## src/rtl/robot_arm_scheduler.sv

```systemverilog
// Round-robin arbiter that shares one robot_arm kinematics core between N_REQ requesters.
// Only one job is outstanding at a time; a missing core result is turned into an error response.
module robot_arm_scheduler #(
  parameter int N_REQ   = 4,
  parameter int ANG_W   = 16,
  parameter int XYZ_W   = 32,
  parameter int TIMEOUT = 1024,
  parameter int ID_W    = 3
) (
  input  logic                       i_clk,
  input  logic                       i_rst,
  input  logic [N_REQ-1:0]           i_req_valid,
  input  logic [N_REQ*3*ANG_W-1:0]   i_req_thi,
  output logic [N_REQ-1:0]           o_req_ready,
  output logic                       o_core_valid,
  output logic [ANG_W-1:0]           o_core_thi1,
  output logic [ANG_W-1:0]           o_core_thi2,
  output logic [ANG_W-1:0]           o_core_thi3,
  input  logic                       i_core_xyz_valid,
  input  logic [XYZ_W-1:0]           i_core_x,
  input  logic [XYZ_W-1:0]           i_core_y,
  input  logic [XYZ_W-1:0]           i_core_z,
  output logic                       o_rsp_valid,
  input  logic                       i_rsp_ready,
  output logic [ID_W-1:0]            o_rsp_id,
  output logic [XYZ_W-1:0]           o_rsp_x,
  output logic [XYZ_W-1:0]           o_rsp_y,
  output logic [XYZ_W-1:0]           o_rsp_z,
  output logic                       o_rsp_err,
  output logic                       o_busy
);

  localparam int CNT_W = $clog2(TIMEOUT);

  localparam logic [1:0] IDLE  = 2'd0;
  localparam logic [1:0] ISSUE = 2'd1;
  localparam logic [1:0] WAIT  = 2'd2;
  localparam logic [1:0] RESP  = 2'd3;

  logic [1:0]             state;
  logic [ID_W-1:0]        ptr;
  logic [N_REQ-1:0]       grant_oh;
  logic [ID_W-1:0]        grant_id;
  logic [3*ANG_W-1:0]     grant_thi;
  logic                   req_fire;
  logic                   tmo;
  logic [CNT_W-1:0]       cnt;
  logic [3*ANG_W-1:0]     job_thi_p0;
  logic [ID_W-1:0]        job_id_p0;
  logic [XYZ_W-1:0]       rsp_x_p1;
  logic [XYZ_W-1:0]       rsp_y_p1;
  logic [XYZ_W-1:0]       rsp_z_p1;
  logic                   rsp_err_p1;

  // First valid requester at or above the pointer, wrapping modulo N_REQ.
  function automatic logic [N_REQ-1:0] rr_pick(input logic [N_REQ-1:0] vld,
                                               input logic [ID_W-1:0]  start);
    logic [N_REQ-1:0] oh;
    logic             found;
    oh    = '0;
    found = 1'b0;
    for (int k = 0; k < N_REQ; k++) begin
      for (int r = 0; r < N_REQ; r++) begin
        if (!found && (r == (int'(start) + k) % N_REQ) && vld[r]) begin
          oh[r] = 1'b1;
          found = 1'b1;
        end
      end
    end
    return oh;
  endfunction

  function automatic logic [ID_W-1:0] next_ptr(input logic [ID_W-1:0] id);
    return (id == ID_W'(N_REQ - 1)) ? '0 : id + 1'b1;
  endfunction

  always_comb begin
    grant_oh = '0;
    if (state == IDLE && !i_rst) grant_oh = rr_pick(i_req_valid, ptr);
  end

  always_comb begin
    grant_id  = '0;
    grant_thi = '0;
    for (int r = 0; r < N_REQ; r++) begin
      if (grant_oh[r]) begin
        grant_id  = ID_W'(r);
        grant_thi = i_req_thi[r*3*ANG_W +: 3*ANG_W];
      end
    end
  end

  assign req_fire = |(grant_oh & i_req_valid);
  assign tmo      = (cnt == CNT_W'(TIMEOUT - 1));

  // Stage p0: job latched at the request handshake; stage p1: result held for the response channel.
  always_ff @(posedge i_clk) begin
    if (i_rst) begin
      state      <= IDLE;
      ptr        <= '0;
      cnt        <= '0;
      job_thi_p0 <= '0;
      job_id_p0  <= '0;
      rsp_x_p1   <= '0;
      rsp_y_p1   <= '0;
      rsp_z_p1   <= '0;
      rsp_err_p1 <= 1'b0;
    end else begin
      case (state)
        IDLE: begin
          if (req_fire) begin
            job_thi_p0 <= grant_thi;
            job_id_p0  <= grant_id;
            state      <= ISSUE;
          end
        end
        ISSUE: begin
          cnt   <= '0;
          state <= WAIT;
        end
        WAIT: begin
          cnt <= cnt + 1'b1;
          // A result arriving on the timeout cycle still counts as a good result.
          if (i_core_xyz_valid) begin
            rsp_x_p1   <= i_core_x;
            rsp_y_p1   <= i_core_y;
            rsp_z_p1   <= i_core_z;
            rsp_err_p1 <= 1'b0;
            state      <= RESP;
          end else if (tmo) begin
            rsp_x_p1   <= '0;
            rsp_y_p1   <= '0;
            rsp_z_p1   <= '0;
            rsp_err_p1 <= 1'b1;
            state      <= RESP;
          end
        end
        RESP: begin
          if (i_rsp_ready) begin
            ptr   <= next_ptr(job_id_p0);
            state <= IDLE;
          end
        end
        default: state <= IDLE;
      endcase
    end
  end

  assign o_req_ready  = grant_oh;
  assign o_core_valid = (state == ISSUE);
  assign o_core_thi1  = job_thi_p0[0*ANG_W +: ANG_W];
  assign o_core_thi2  = job_thi_p0[1*ANG_W +: ANG_W];
  assign o_core_thi3  = job_thi_p0[2*ANG_W +: ANG_W];
  assign o_rsp_valid  = (state == RESP);
  assign o_rsp_id     = job_id_p0;
  assign o_rsp_x      = rsp_x_p1;
  assign o_rsp_y      = rsp_y_p1;
  assign o_rsp_z      = rsp_z_p1;
  assign o_rsp_err    = rsp_err_p1;
  assign o_busy       = (state != IDLE);

endmodule

```

## config.mk

```make
export PLATFORM = sky130hd
export DESIGN_NAME = robot_arm_scheduler
export DESIGN_NICKNAME = d
export VERILOG_FILES = /design/src/rtl/robot_arm_scheduler.sv
export SDC_FILE = /design/constraint.sdc
export NUM_CORES = 1
export LEC_CHECK = 0
export BUFFER_PORTS_ARGS = -buffer_cell sky130_fd_sc_hd__buf_2
export CAP_MARGIN = 15
export CORE_AREA = 2 2 178 180
export CTS_CLUSTER_SIZE = 28
export DETAILED_ROUTE_END_ITERATION = 10
export DIE_AREA = 0 0 180 182
export HOLD_SLACK_MARGIN = 0.15
export PLACE_DENSITY = 0.46
export SYNTH_ARGS = -nofsm -noshare
export SYNTH_HDL_FRONTEND = slang
export SYNTH_SLANG_ARGS = --single-unit
```

## constraint.sdc

```tcl
create_clock -name i_clk -period 1.9 [get_ports i_clk]
set_clock_uncertainty 0.2 [all_clocks]
set_input_delay 0.38 -clock i_clk [delete_from_list [all_inputs] [get_ports i_clk]]
set_output_delay 0.38 -clock i_clk [all_outputs]
set_load 0.02 [all_outputs]
```

-- Word level (Yosys, flattened, before mapping)
Index checks and enable logic that the tools add are counted.
- register bits after elaboration: 162
- output and inout port bits: 155
- eq/ne operators: 20
- multiplexer cells: 66
- bitwise gates (word level): 4
- add/sub/neg operators: 5
- reductions and logical operators: 64
- operators with widths (operator ; number):
    two-way mux 48 bit ; 4
    zero test 32 bit ; 4
    two-way mux 32 bit ; 4
    two-way mux 1 bit ; 48
    logical AND 1 bit ; 32
    case mux 10 bit (2 select lines) ; 1
    equality test 3 bit (first input constant) ; 6
    zero test 1 bit ; 16
    adder 10 x 1 -> 10 bit (second input constant) ; 1
    equality test 10 bit (second input constant) ; 1
    two-way mux 2 bit ; 5
    equality test 2 x 3 -> 1 bit (first input constant) ; 3
    case mux 2 bit (4 select lines) ; 1
    two-way mux 3 bit ; 2
    AND reduction 2 bit ; 3
    nonzero test 2 bit ; 3
    OR reduction 2 bit ; 3
    adder 2 x 1 -> 2 bit (second input constant) ; 2
    adder 2 bit (second input constant) ; 2
    AND 4 bit ; 1
    equality test 2 bit (first input constant) ; 2
    equality test 2 bit (second input constant) ; 2
    two-way mux 4 bit ; 1
    OR reduction 4 bit ; 1
    other kinds (9) ; 11

-- Longest topological paths before layout
- depth after elaboration: 83
- mapped depth: 9

-- Worst setup path after synthesis
No wires, ideal clock.
- kind: input-to-output
- from: input port i_req_valid[0]
- to: output port o_req_ready[1]
- setup slack: -0.195 ns
- data required time: 1.320 ns
- arrival time: 1.515 ns
- stages on the path: 6
- cell sequence: buf_2 -> o21ai_0 -> o211a_1 -> buf_2 -> inv_1 -> nor2_1
- word-level cells in the longest chain between the ends: 68
- elaborated cells on any way between the ends: 71
- classes of those cells: mux (31); reduce/logical (40)
- RTL lines (item ; line ; text):
    from (decl) ; 12 ; input logic [N_REQ-1:0] i_req_valid,
    logical AND 1 bit ; 64 ; if (!found && (r == (int'(start) + k) % N_REQ) && vld[r]) begin
    two-way mux 1 bit ; 64 ;
    two-way mux 1 bit ; 79 ; if (state == IDLE && !i_rst) grant_oh = rr_pick(i_req_valid, ptr);
    zero test 1 bit ; 64 ;
    logical AND 1 bit (2 in series) ; 64 ;
    two-way mux 1 bit ; 64 ;
    two-way mux 1 bit ; 79 ;
    zero test 1 bit ; 64 ;
    [... 49 more ...] ; n/a ;
    zero test 1 bit ; 64 ;
    logical AND 1 bit (2 in series) ; 64 ;
    two-way mux 1 bit ; 64 ;
    two-way mux 1 bit ; 79 ;
    zero test 1 bit ; 64 ;
    logical AND 1 bit (2 in series) ; 64 ;
    two-way mux 1 bit * ; 64 ;
    two-way mux 4 bit * ; 79 ;
    to (decl) ; 14 ; output logic [N_REQ-1:0] o_req_ready,
Every way passes the cells marked *; elsewhere a longest branch is shown, timed or not. The select of a mux whose other input is x is not followed.

-- Final worst setup path
- from: register ptr[1]
- to: output port o_req_ready[2]
- word-level cells in the longest chain between the ends: 74
- elaborated cells on any way between the ends: 100
- classes of those cells: add/sub (3); eq/ne (11); mux (33); bitwise (3); reduce/logical (50)
- RTL lines (item ; line ; text):
    from (decl) ; 41 ; logic [ID_W-1:0] ptr;
    from (signal assigned) ; 140 ; ptr <= next_ptr(job_id_p0);
    zero test 32 bit ; 64 ;
    logical AND 1 bit ; 64 ;
    two-way mux 1 bit ; 64 ;
    two-way mux 1 bit ; 79 ;
    zero test 1 bit ; 64 ;
    logical AND 1 bit (2 in series) ; 64 ;
    two-way mux 1 bit ; 64 ;
    two-way mux 1 bit ; 79 ;
    [... 55 more ...] ; n/a ;
    zero test 1 bit ; 64 ;
    logical AND 1 bit (2 in series) ; 64 ;
    two-way mux 1 bit ; 64 ;
    two-way mux 1 bit ; 79 ;
    zero test 1 bit ; 64 ;
    logical AND 1 bit (2 in series) ; 64 ;
    two-way mux 1 bit * ; 64 ;
    two-way mux 4 bit * ; 79 ;
Marked as above.

==> run_results.csv <==
group,metric,value,unit
outcome,status,"complete, but fails checks",
outcome,violations,"setup timing",
floorplanning,initial_core_util,21.84,%
flow_run,cap_viol_max_count,0,
finish,stdcell_count,1847,
floorplanning,io_pins,451,
cts,cts_inserted_buffers,17,
synthesis,ys_types,49,
critical_path,critPathLaunchType,"flip-flop",
routing,vias_per_cell,4.585,
placement,io_buffer_count,449,
timing,slew_violations,0,
placement,dpl-instance-area,9783,um^2
routing,drt-initial-drc-count,296,
synthesis,netlist_instances,645,
global_routing,grt_max_degree,38,
critical_path,cp_max_fo,8,
routing,firstDrtPassIters,5,
finish,multi_input_area,3710,um^2
synthesis,synth_fp_nets,948,
timing,min_period,2.160,ns
finish,layout_common_cells,"442 x buf_2, 289 x dlygate4sd3_1, 155 x dfxtp_1",
finish,diodes,0,
critical_path,end_kind,"primary output",
timing,setup_viol,73,
critical_path,reg2reg_to,"job_thi_p0[4]",
routing,drt-met1-wl,14.15,mm
cts,cts_tree,"done",
timing,fmax,0.4630,GHz
global_routing,track_usage,20.01,%
floorplanning,die_h,182,um
power,p_total,13.41,mW
synthesis,synthArstFlopShare,0,%
critical_path,critPathLaunch,"ptr[1]",
placement,place_hpwl,21.70,mm
synthesis,avgSynthCellArea,10.49,um^2
timing,relSlewSlack,65.24,%
routing,antenna_left,0,
routing,met3WireLength,2.281,mm
critical_path,r2r_cells,8,
routing,dr.max_layer_used,"met5",
cts,clock_path_buffers,2,
global_routing,gr-total-overflow,0,
synthesis,synth_area_leaders,"dfxtp_1 48%, a22o_1 13%, a221oi_2 6.4%",
critical_path,r2r-start,"ptr[1]",
cts,root_buffer,"clkbuf_16",
power,leakage,6.588,nW
routing,drc,0,
finish,regArea,3231,um^2
routing,wirelength,35.14,mm
floorplanning,die_w,180,um
floorplanning,core_area,30990,um^2
cts,insertion_delay,0.43,ns
placement,pre_cts_slack,-0.1352,ns
global_routing,grt_pass1_vias,8858,
synthesis,yosys_warnings,0,
timing,fin_ws,-0.2597,ns
synthesis,syn_area,6768,um^2
finish,fin_nets,1735,
placement,place_inst,1489,
synthesis,ys_seq_area_share,47.62,%
timing,rsz0062_at_grt,"yes",
placement,gp_congestion,0.8012,
worst_hold_path,min_path_cells,4,
synthesis,synth_top_area_share,47.62,%
cts,cts_max_level,4,
floorplanning,num_rows,65,
finish,drive_above_1_share,48.37,%
global_routing,antenna_found_initial,2,
synthesis,synth_edf_count,0,
routing,wl_met2,17.64,mm
timing,final-hold-violation-count,0,
critical_path,critPathArrivalTime,1.58,ns
timing,worstMarginPinSlew,0.5082,ns
cts,path_clk_slew,0.08,ns
routing,routedWlPerCell,19.03,um
cts,cts_num_sinks,161,
critical_path,path_class,"reg -> out",
synthesis,yosysTopAreaCell,"dfxtp_1",
critical_path,regToRegSetupSlack,-0.15,ns
critical_path,endpoint,"o_req_ready[2]",
synthesis,ys_ff_latch,161,
timing,fin_crit_sh,113.7,%
floorplanning,die-area,32760,um^2
finish,layout_commonest_cell,"buf_2",
finish,n_fill_cell,2787,
synthesis,synth_ff_type,"dfxtp_1",
global_routing,grt_pass1_wl,51.25,mm
finish,final_area,14600,um^2
worst_hold_path,hold_class,"in -> reg",
critical_path,cp.required,1.32,ns
routing,via_count,8469,
power,powerDensity,918.1,nW/um^2
power,irDropWorstVdd,0.5767,mV
finish,synthToLayoutAreaGrowth,115.8,%
==> per-layer routing <==
| layer | track usage [%] | vias up |
|---|---|---|
| met5 | 0 | - |
| met4 | 7.057 | 4 |
| li1 | - | 4056 |
| met2 | 35.85 | 378 |
| met1 | 23.18 | 3971 |
| met3 | 4.834 | 60 |
==> what timing repair did <==
action                                  4_1_cts  5_1_grt
buffers inserted                             19        8
gates cloned                                 13        8
resized for setup                            78       91
hold endpoints to repair                    148        0
hold buffers                                289        0
pin swaps                                   104       21
endpoints found under the setup margin      121      154
==> metrics by stage <==
| step | util [%] | hold WS (ns) | TNS [ns] |
|---|---|---|---|
| 2_1_floorplan | - | 0.2676 | -0.01172 |
| 3_3_place_gp | 31.57 | 0.2325 | -3.389 |
| 3_5_place_dp | 31.57 | 0.2342 | -5.211 |
| 4_1_cts | 45.19 | 0.1534 | -8.758 |
| 5_1_grt | 47.12 | 0.1525 | -9.467 |
| 6_report | 47.12 | 0.1614 | -3.916 |
==> area by class of cell <==
cell class,count,area share (%)
Multi-Input combinational cell,412,25.41
Inverter,8,0.2228
Timing Repair Buffer,832,44.62
Clock inverter,15,1.268
Clock buffer,17,2.913
Sequential cell,161,22.13
Tap cell,402,3.445
==> state kept, by name (all words and copies together), names as in the netlist <==
signal and cells:
o_rsp_x 32, o_rsp_y 32, state 2, ptr 2, o_rsp_id 2, cnt 10, job_thi_p0 48, o_rsp_z 32
o_rsp_err 1
==> synth_stat cells (2+ instances only) <==
master and instances:
dfxtp_1 161, a22o_1 97, o21ai_0 42, nand2_1 35
nor2b_1 32, a221oi_2 29, o31ai_1 29, buf_2 24
clkbuf_1 24, and3_1 20, a221oi_1 19, nor2_1 19
o21ai_1 11, a22oi_2 10, a22oi_1 9, buf_4 9
inv_1 8, a21oi_1 7, buf_6 7, ha_1 7
xor2_1 5, and4_1 3, nand3_1 3, nand4_1 3
nor2_2 3, xnor2_1 3, a211oi_1 2, mux2i_1 2
o21bai_1 2
==> critical path, cell delays in order, from the launching register on <==
cell and delay (ns):
dfxtp_2 0.33, buf_6 0.13, o21bai_1 0.14, a32o_2 0.27
and2_4 0.14, buf_6 0.12
==> logic make-up after synthesis <==
kind of cell | after synthesis | share of synthesized area (%)
AOI/OAI and AO/OA | 268 | 33.96
xor gates and xnor gates | 8 | 1.035
adders and majority gates | 7 | 1.294
buffers and inverters | 72 | 5.713
DFF | 161 | 47.62
muxes | 2 | 0.2958
other | 1 | 0.05541
and+or+nand+nor | 126 | 10.02
==> power breakdown <==
part | internal (mW) | switching [mW]
Clock | 1.80 | 1.82
Combinational | 2.62 | 2.90
Sequential | 3.93 | 0.328
==> worst min-delay path by stage <==
stage                endpoint  slack, ns      startpoint
6_report       job_thi_p0[37]       0.16   i_req_thi[85]
5_1_grt        job_thi_p0[37]       0.15   i_req_thi[85]
4_1_cts        job_thi_p0[37]       0.15   i_req_thi[85]
3_5_place_dp   job_thi_p0[24]       0.23  job_thi_p0[24]
3_3_place_gp   job_thi_p0[12]       0.23  job_thi_p0[12]
2_1_floorplan          cnt[6]       0.27          cnt[6]
Note: power is estimated with default switching activity, not from simulation.
